--- config.mk ---
export PLATFORM = sky130hd
export DESIGN_NAME = branch_predict_unit
export DESIGN_NICKNAME = d
export VERILOG_FILES = /design/src/rtl/branch_predict_unit.sv
export SDC_FILE = /design/constraint.sdc
export NUM_CORES = 2
export LEC_CHECK = 0
export BUFFER_PORTS_ARGS = -buffer_cell sky130_fd_sc_hd__buf_2
export CAP_MARGIN = 10
export CORE_MARGIN = 2
export CORE_UTILIZATION = 59
export CTS_CLUSTER_SIZE = 40
export DETAILED_ROUTE_END_ITERATION = 10
export GPL_TIMING_DRIVEN = 0
export PLACE_DENSITY_LB_ADDON = 0.05
export RECOVER_POWER = 100
export SLEW_MARGIN = 40
export SYNTH_ARGS = -nofsm -noshare
export SYNTH_HDL_FRONTEND = slang
export SYNTH_SLANG_ARGS = --single-unit
--- constraint.sdc ---
create_clock -name clock -period 4.8 [get_ports clock]
set_input_delay 0.48 -clock clock [delete_from_list [all_inputs] [get_ports clock]]
set_output_delay 0.48 -clock clock [all_outputs]
set_load 0.1 [all_outputs]
--- src/rtl/branch_predict_unit.sv ---
// Next-PC generation stage feeding the instruction fetch unit.
//
// The unit predicts the next fetch address from a direct-mapped branch target buffer (BTB).
// Each entry holds a valid bit, a tag, a target and a 2-bit saturating counter. It trains on
// branch resolutions from EX and, on a misprediction, redirects fetch and raises flush.
//
// Ports:
//   clock, reset          rising-edge clock; synchronous active-high reset
//   pc                    current fetch PC
//   stall                 hazard-unit request to hold fetch
//   next_pc, pc_write     address and load enable for the fetch PC register
//   pred_taken/target     prediction for pc, carried down the pipe with the instruction
//   ex_*                  branch resolution from EX
//   flush                 mispredict; squash IF/ID and ID/EX
//   branch_count          resolved branches since reset
//   mispredict_count      mispredictions since reset
module branch_predict_unit #(
  parameter int unsigned IDX_BITS  = 4,
  parameter logic [1:0]  RESET_CTR = 2'b01
) (
  input  logic        clock,
  input  logic        reset,
  input  logic [31:0] pc,
  input  logic        stall,
  output logic [31:0] next_pc,
  output logic        pc_write,
  output logic        pred_taken,
  output logic [31:0] pred_target,
  input  logic        ex_valid,
  input  logic        ex_is_branch,
  input  logic [31:0] ex_pc,
  input  logic        ex_taken,
  input  logic [31:0] ex_target,
  input  logic        ex_pred_taken,
  input  logic [31:0] ex_pred_target,
  output logic        flush,
  output logic [31:0] branch_count,
  output logic [31:0] mispredict_count
);

  localparam int unsigned Entries = 1 << IDX_BITS;
  localparam int unsigned TagW    = 30 - IDX_BITS;

  logic              valid_q  [Entries];
  logic [TagW-1:0]   tag_q    [Entries];
  logic [31:0]       target_q [Entries];
  logic [1:0]        ctr_q    [Entries];
  logic [31:0]       branch_count_q;
  logic [31:0]       mispredict_count_q;

  logic [IDX_BITS-1:0] lu_idx;
  logic [TagW-1:0]     lu_tag;
  logic                lu_hit;
  logic [31:0]         pc_plus4;

  logic [IDX_BITS-1:0] ex_idx;
  logic [TagW-1:0]     ex_tag;
  logic                ex_hit;
  logic                res;
  logic                mispredict;

  // Byte-offset bits never participate in lookup or training.
  logic unused_offset_bits;
  assign unused_offset_bits = ^{pc[1:0], ex_pc[1:0]};

  // Lookup reads the pre-update table: a same-cycle training write is not bypassed.
  always_comb begin
    lu_idx      = pc[IDX_BITS+1:2];
    lu_tag      = pc[31:IDX_BITS+2];
    pc_plus4    = pc + 32'd4;
    lu_hit      = valid_q[lu_idx] && (tag_q[lu_idx] == lu_tag);
    pred_taken  = lu_hit && ctr_q[lu_idx][1];
    pred_target = lu_hit ? target_q[lu_idx] : pc_plus4;
  end

  always_comb begin
    ex_idx     = ex_pc[IDX_BITS+1:2];
    ex_tag     = ex_pc[31:IDX_BITS+2];
    ex_hit     = valid_q[ex_idx] && (tag_q[ex_idx] == ex_tag);
    res        = ex_valid && ex_is_branch;
    mispredict = res && ((ex_taken != ex_pred_taken) ||
                         (ex_taken && (ex_target != ex_pred_target)));
    flush      = mispredict;
    // Redirect overrides stall so a flush is never dropped.
    pc_write   = ~stall | mispredict;
    if (mispredict) begin
      next_pc = ex_taken ? ex_target : (ex_pc + 32'd4);
    end else if (pred_taken) begin
      next_pc = pred_target;
    end else begin
      next_pc = pc_plus4;
    end
  end

  always_ff @(posedge clock) begin
    if (reset) begin
      for (int i = 0; i < Entries; i++) begin
        valid_q[i] <= 1'b0;
        ctr_q[i]   <= RESET_CTR;
      end
      branch_count_q     <= '0;
      mispredict_count_q <= '0;
    end else if (res) begin
      branch_count_q <= branch_count_q + 32'd1;
      if (mispredict) begin
        mispredict_count_q <= mispredict_count_q + 32'd1;
      end
      if (ex_hit) begin
        if (ex_taken) begin
          target_q[ex_idx] <= ex_target;
          if (ctr_q[ex_idx] != 2'b11) ctr_q[ex_idx] <= ctr_q[ex_idx] + 2'b01;
        end else if (ctr_q[ex_idx] != 2'b00) begin
          ctr_q[ex_idx] <= ctr_q[ex_idx] - 2'b01;
        end
      end else if (ex_taken) begin
        // Allocate, overwriting any aliasing entry, as weakly taken.
        valid_q[ex_idx]  <= 1'b1;
        tag_q[ex_idx]    <= ex_tag;
        target_q[ex_idx] <= ex_target;
        ctr_q[ex_idx]    <= 2'b10;
      end
    end
  end

  assign branch_count     = branch_count_q;
  assign mispredict_count = mispredict_count_q;

endmodule
Yosys cells after proc, flatten, opt, wreduce, memory -nomap -nowiden
Memory sizes are Yosys's and may differ from the RTL's.
Index checks and enable logic that the tools add are counted.
{ "word_totals": {"ram_bits": 976, "word_cells": 69, "register_bits": 64, "inputBits": 135, "n_memories": 4, "out_inout_bits": 131} }
{ "op_classes": {"n_bitwise": 5, "eq_ne": 5, "n_mux": 36, "n_reduce_logical": 11, "addsub": 6} }
{ "mem_list": {"columns": ["memory", "words", "width", "read_ports", "rd_clocked_by_memory_dff", "write_ports", "line_no", "source"], "rows": [
  ["target_q", 16, 32, 1, 0, 1, "46", "logic [31:0] target_q [Entries];"],
  ["tag_q", 16, 26, 2, 0, 1, "45", "logic [TagW-1:0] tag_q [Entries];"],
  ["ctr_q", 16, 2, 2, 0, 16, "47", "logic [1:0] ctr_q [Entries];"],
  ["valid_q", 16, 1, 2, 0, 16, "44", "logic valid_q [Entries];"]
]} }
{ "ops": {"columns": ["cell", "count"], "rows": [
  ["$mux 32", 5],
  ["$add 32x1->32 const B", 2],
  ["$add 32x3->32 const B", 2],
  ["$eq 26x26->1", 2],
  ["$ne 32x32->1", 1],
  ["$mux 1", 26],
  ["$mux 4", 2],
  ["$logic_and 1x1->1", 6],
  ["$mux 2", 3],
  ["$or 1x1->1", 4],
  ["$add 2x1->2 const B", 1],
  ["$ne 2x2->1 const B", 1],
  ["$reduce_and 2->1", 1],
  ["$reduce_bool 2->1", 1],
  ["$reduce_or 2->1", 1],
  ["$sub 2x1->2 const B", 1],
  ["$logic_or 1x1->1", 1],
  ["$ne 1x1->1", 1],
  ["$not 1->1", 1],
  ["$reduce_or 1->1", 1]
]} }

Depth between registers and ports, before layout
An unclocked memory read counts as a cell.
{ "logic_depth": {"depth_word": 12, "mapped_depth": 16, "depth_no_buf": 10} }

Worst setup path after synthesis
OpenSTA, ideal clock, no wires.
{ "synth_timing": {"kind": "input to output", "start": "input port pc[2]", "end": "output port next_pc[4]", "required_ps": 4320, "n_path_buf": 3, "slack_ps": -691, "cell_stages": 11, "arrival_time_ps": 5011, "cell_sequence": "buf_4 buf_6 buf_4 mux4_2 nor4b_1 a2111oi_0 nand4_1 nor4_2 nand4_1 mux2i_1 o21ai_0"} }
{ "synth_via": {"elab_chain_cells": 6, "elab_cells_between_ends": 11, "cone_classes": "add/sub (1); eq/ne (1); mux (3); reduce/logical (2); memory (4)"} }
{ "synth_rtl": {"columns": ["item", "line_no", "source"], "rows": [
  ["start: declaration", "23", "input logic [31:0] pc,"],
  ["$mem_v2 16x26", null, null],
  ["$eq 26x26->1", "71", "lu_hit = valid_q[lu_idx] && (tag_q[lu_idx] == lu_tag);"],
  ["$logic_and 1x1->1", "71", null],
  ["$mux 32 or $logic_and 1x1->1 (tied branches)", "73, 72", null],
  ["$mux 32 *", "88", "end else if (pred_taken) begin"],
  ["$mux 32 *", "86", "if (mispredict) begin"],
  ["end: declaration", "25", "output logic [31:0] next_pc,"]
]} }
Mark *: on every way between the ends. The rest lies on a longest branch, timed or not.

Worst setup path after layout
{ "layout_timing": {"start": "input port ex_target[2]", "end": "output port next_pc[28]"} }
{ "layout_via": {"elab_chain_cells": 5} }
{ "layout_rtl": {"columns": ["item", "line_no", "source"], "rows": [
  ["start: declaration", "33", "input logic [31:0] ex_target,"],
  ["$ne 32x32->1", "82", "(ex_taken && (ex_target != ex_pred_target)));"],
  ["$logic_and 1x1->1", "82", null],
  ["$logic_or 1x1->1", "81", "mispredict = res && ((ex_taken != ex_pred_taken) ||"],
  ["$logic_and 1x1->1", "81", null],
  ["$mux 32", "86", null]
]} }
Every way passes these cells.

==> flow_summary.ini <==
[run_status]
status = complete, but fails checks
violations = negative setup slack

[drt]
drt-initial-drc-count = 4554
vias = 31443
ant_nets = 0
post_drt_wl_per_cell_um = 37.1
drcViolationCount = 0
first_pass_iters = 8
via_per_inst = 7.03
wirelength_um = 166000

[logic_synthesis]
synth_edf_count = 960
synthArstFlopShare_pct = 0
ys_ff_latch = 1040
synth_nets = 3021
synth.area.top_cells = edfxtp_1 (60%), mux4_2 (15%), mux2i_1 (4.6%), dfxtp_1 (3.3%), xor2_1 (1.9%)
synth_area_um2 = 48300
yosys_most_used_dff = edfxtp_1
synth_cells = 2879
synth_area_leader_cell = edfxtp_1
ys_seq_area_share_pct = 63.0
avgSynthCellArea_um2 = 16.8
yosys_warnings = 0
synth_top_area_share_pct = 59.7
synth_cell_types = 82

[cells_and_area]
final_cell_mix = edfxtp_1 (960), mux4_2 (327), clkbuf_1 (223), mux2i_1 (178), nor2_1 (133)
area.sequential_um2 = 30400
layout_commonest_cell = edfxtp_1
fillers = 5368
layout.nets = 3460
area_growth_pct = 16.6
drive_gt1_share_pct = 28.7
multiInputGateArea_um2 = 17200
final_cells = 4473

[sta]
skew_ns = 0.0268
final_max_slew_viol_count = 0
grt_setup_unrepaired = yes
fin_crit_sh_pct = 101
max_freq_mhz = 205
worst_slack_ns = -0.0720
finalSetupViolations = 69
hold_violations = 0
period_needed_ns = 4.87
tightest_slew_ns = 1.42
relSlewSlack_pct = 5.13

[cts]
cts_tree = yes
ctsRootBufferMaster = clkbuf_16
h-tree-depth = 3
cts.sinks = 1040
clk_latency_ns = 0.69
clock_path_buffers = 3
cts_buffers = 107
clkSlewWorstSetupHoldPaths_ns = 0.06

[worst_setup_path]
startpoint_type = primary input
r2r_start = tag_q[7][1]
reg2reg_slack_ns = 0.51
timing.rr.end = tag_q[0][1]
worstPathArrival_ns = 4.39
critPathKind = in2out
reg2reg_depth = 12
critPathRequiredTime_ns = 4.32
end_kind = primary output
path_max_fanout = 18

[worst_hold_path]
worst_hold_path_type = in2reg
hp-start = ex_is_branch
worstHoldEndpoint = branch_count[1]
holdPathStages = 4

[floorplanning]
row_count = 104
die_h_um = 290
die_area_um2 = 84100
core_um2 = 80800
start_util_pct = 59.7
boundaryPins = 266
fp.dieW_um = 290

[power_and_ir_drop]
total_leakage_power_uw = 0.0187
ir_worst_vdd_v = 0.000345
power_density_nw_per_um2 = 360

[placed_design]
io_buffers = 253
place_ws_ns = -2.00
gp_congestion = 1.05
dp_hpwl_um = 119000
dp_cells = 4261

[global_routing]
grt_pass1_vias = 31179
grt_usage_pct = 39.3
grt_max_degree = 26
gr-total-overflow = 0
grt_first_pass_wirelength_um = 231000
antenna_found_initial = 12

[flow_run]
max_cap_violations = 0
[power by group]
group	internal (uW)	switching (uW)
Clock	4500	3540
Sequential	9940	19.4
Combinational	742	1520
Total	15200	5090
[area by class of cell]
class                   count  area share, %
plain buffers             186           2.45
well taps                1060           2.36
multi-input cells        1606           30.6
inverters                  41          0.274
clock inverters            53          0.836
diodes                     10         0.0445
repair buffers            336           4.27
clock buffers             141           5.08
flip-flops and latches   1040           54.1
[state kept, by name, summed over array words and instances, names as in the netlist]
signal            count
branch_count         32
ctr_q                32
mispredict_count     32
tag_q               416
target_q            512
valid_q              16
[worst max-delay path, stage by stage]
cell and delay (ns):
clkbuf_1 0.73, xnor2_1 0.14, nand4_1 0.39, nor4_2 0.11
a21oi_1 0.40, clkbuf_1 0.65, clkbuf_2 0.64, mux2i_2 0.53
buf_6 0.30
[per-layer routing]
layer | GRT usage (%) | up-vias | part of all wire [%]
met2 | 61.6 | 2298 | 47
met3 | 9.17 | 527 | 12
met4 | 23.4 | 4 | 7.1
li1 | - | 12487 | -
met5 | 0 | - | 0.022
met1 | 50.8 | 16127 | 35
[worst max-delay path by stage]
stage	startpoint	end	slack [ns]
4_1_cts	pc[5]	next_pc[17]	0.007
2_1_floorplan	pc[2]	next_pc[4]	0.06
3_3_place_gp	ex_pc[5]	tag_q[12][1]	-3.83
3_5_place_dp	pc[3]	next_pc[17]	-2.00
6_report	ex_target[2]	next_pc[28]	-0.07
5_1_grt	tag_q[3][1]	next_pc[28]	-0.05
[timing repair]
item | 4_1_cts | 5_1_grt
gates cloned | 0 | 0
pin swaps | 9 | 9
endpoints found under the setup margin | 362 | 73
hold buffers | 0 | 0
setup buffers | 10 | 4
resized for setup | 232 | 49
[synth_stat cells (all sizes together), types with 27 or more instances]
cell type and number:
edfxtp 960, mux4 328, mux2i 220, nor2 152, nand2 105, buf 103, xor2 103, xnor2 99
clkbuf 89, dfxtp 80, nand3 76, mux2 65, nand4 50, nor3 45, a21oi 40, inv 39
a22oi 33, o21ai 33, o22ai 33, and3 27
[per-stage QoR]
| stage | setup TNS (ns) | util, % | cell area, um2 | total power [uW] | hold slack [ns] |
|---|---|---|---|---|---|
| after floorplan | 0 | - | 48400 | 11400 | 0.459 |
| after global placement | -2541.42 | 63.1 | 51000 | 12200 | 0.471 |
| after detailed placement | -428.01 | 65.4 | 52800 | 12200 | 0.483 |
| after CTS | 0 | 70.6 | 57000 | 20200 | 0.146 |
| after global routing | -0.108 | 69.6 | 56300 | 20600 | 0.194 |
| final | -1.40 | 69.6 | 56300 | 20300 | 0.182 |
[cells by family (layout without fill, tap and decap cells)]
family	after synthesis	after routing	share of synthesized area [%]
AO/OA/AOI/OAI	228	228	3.41
XOR/XNOR	202	202	3.66
adder cells (fa/ha/maj)	7	7	0.181
buffers and inverters	233	757	2.38
flip-flops	1040	1040	63.0
multiplexers	613	613	21.4
other	0	10	0
AND/OR/NAND/NOR	556	556	5.93
Power figures use the tool's default switching activity.
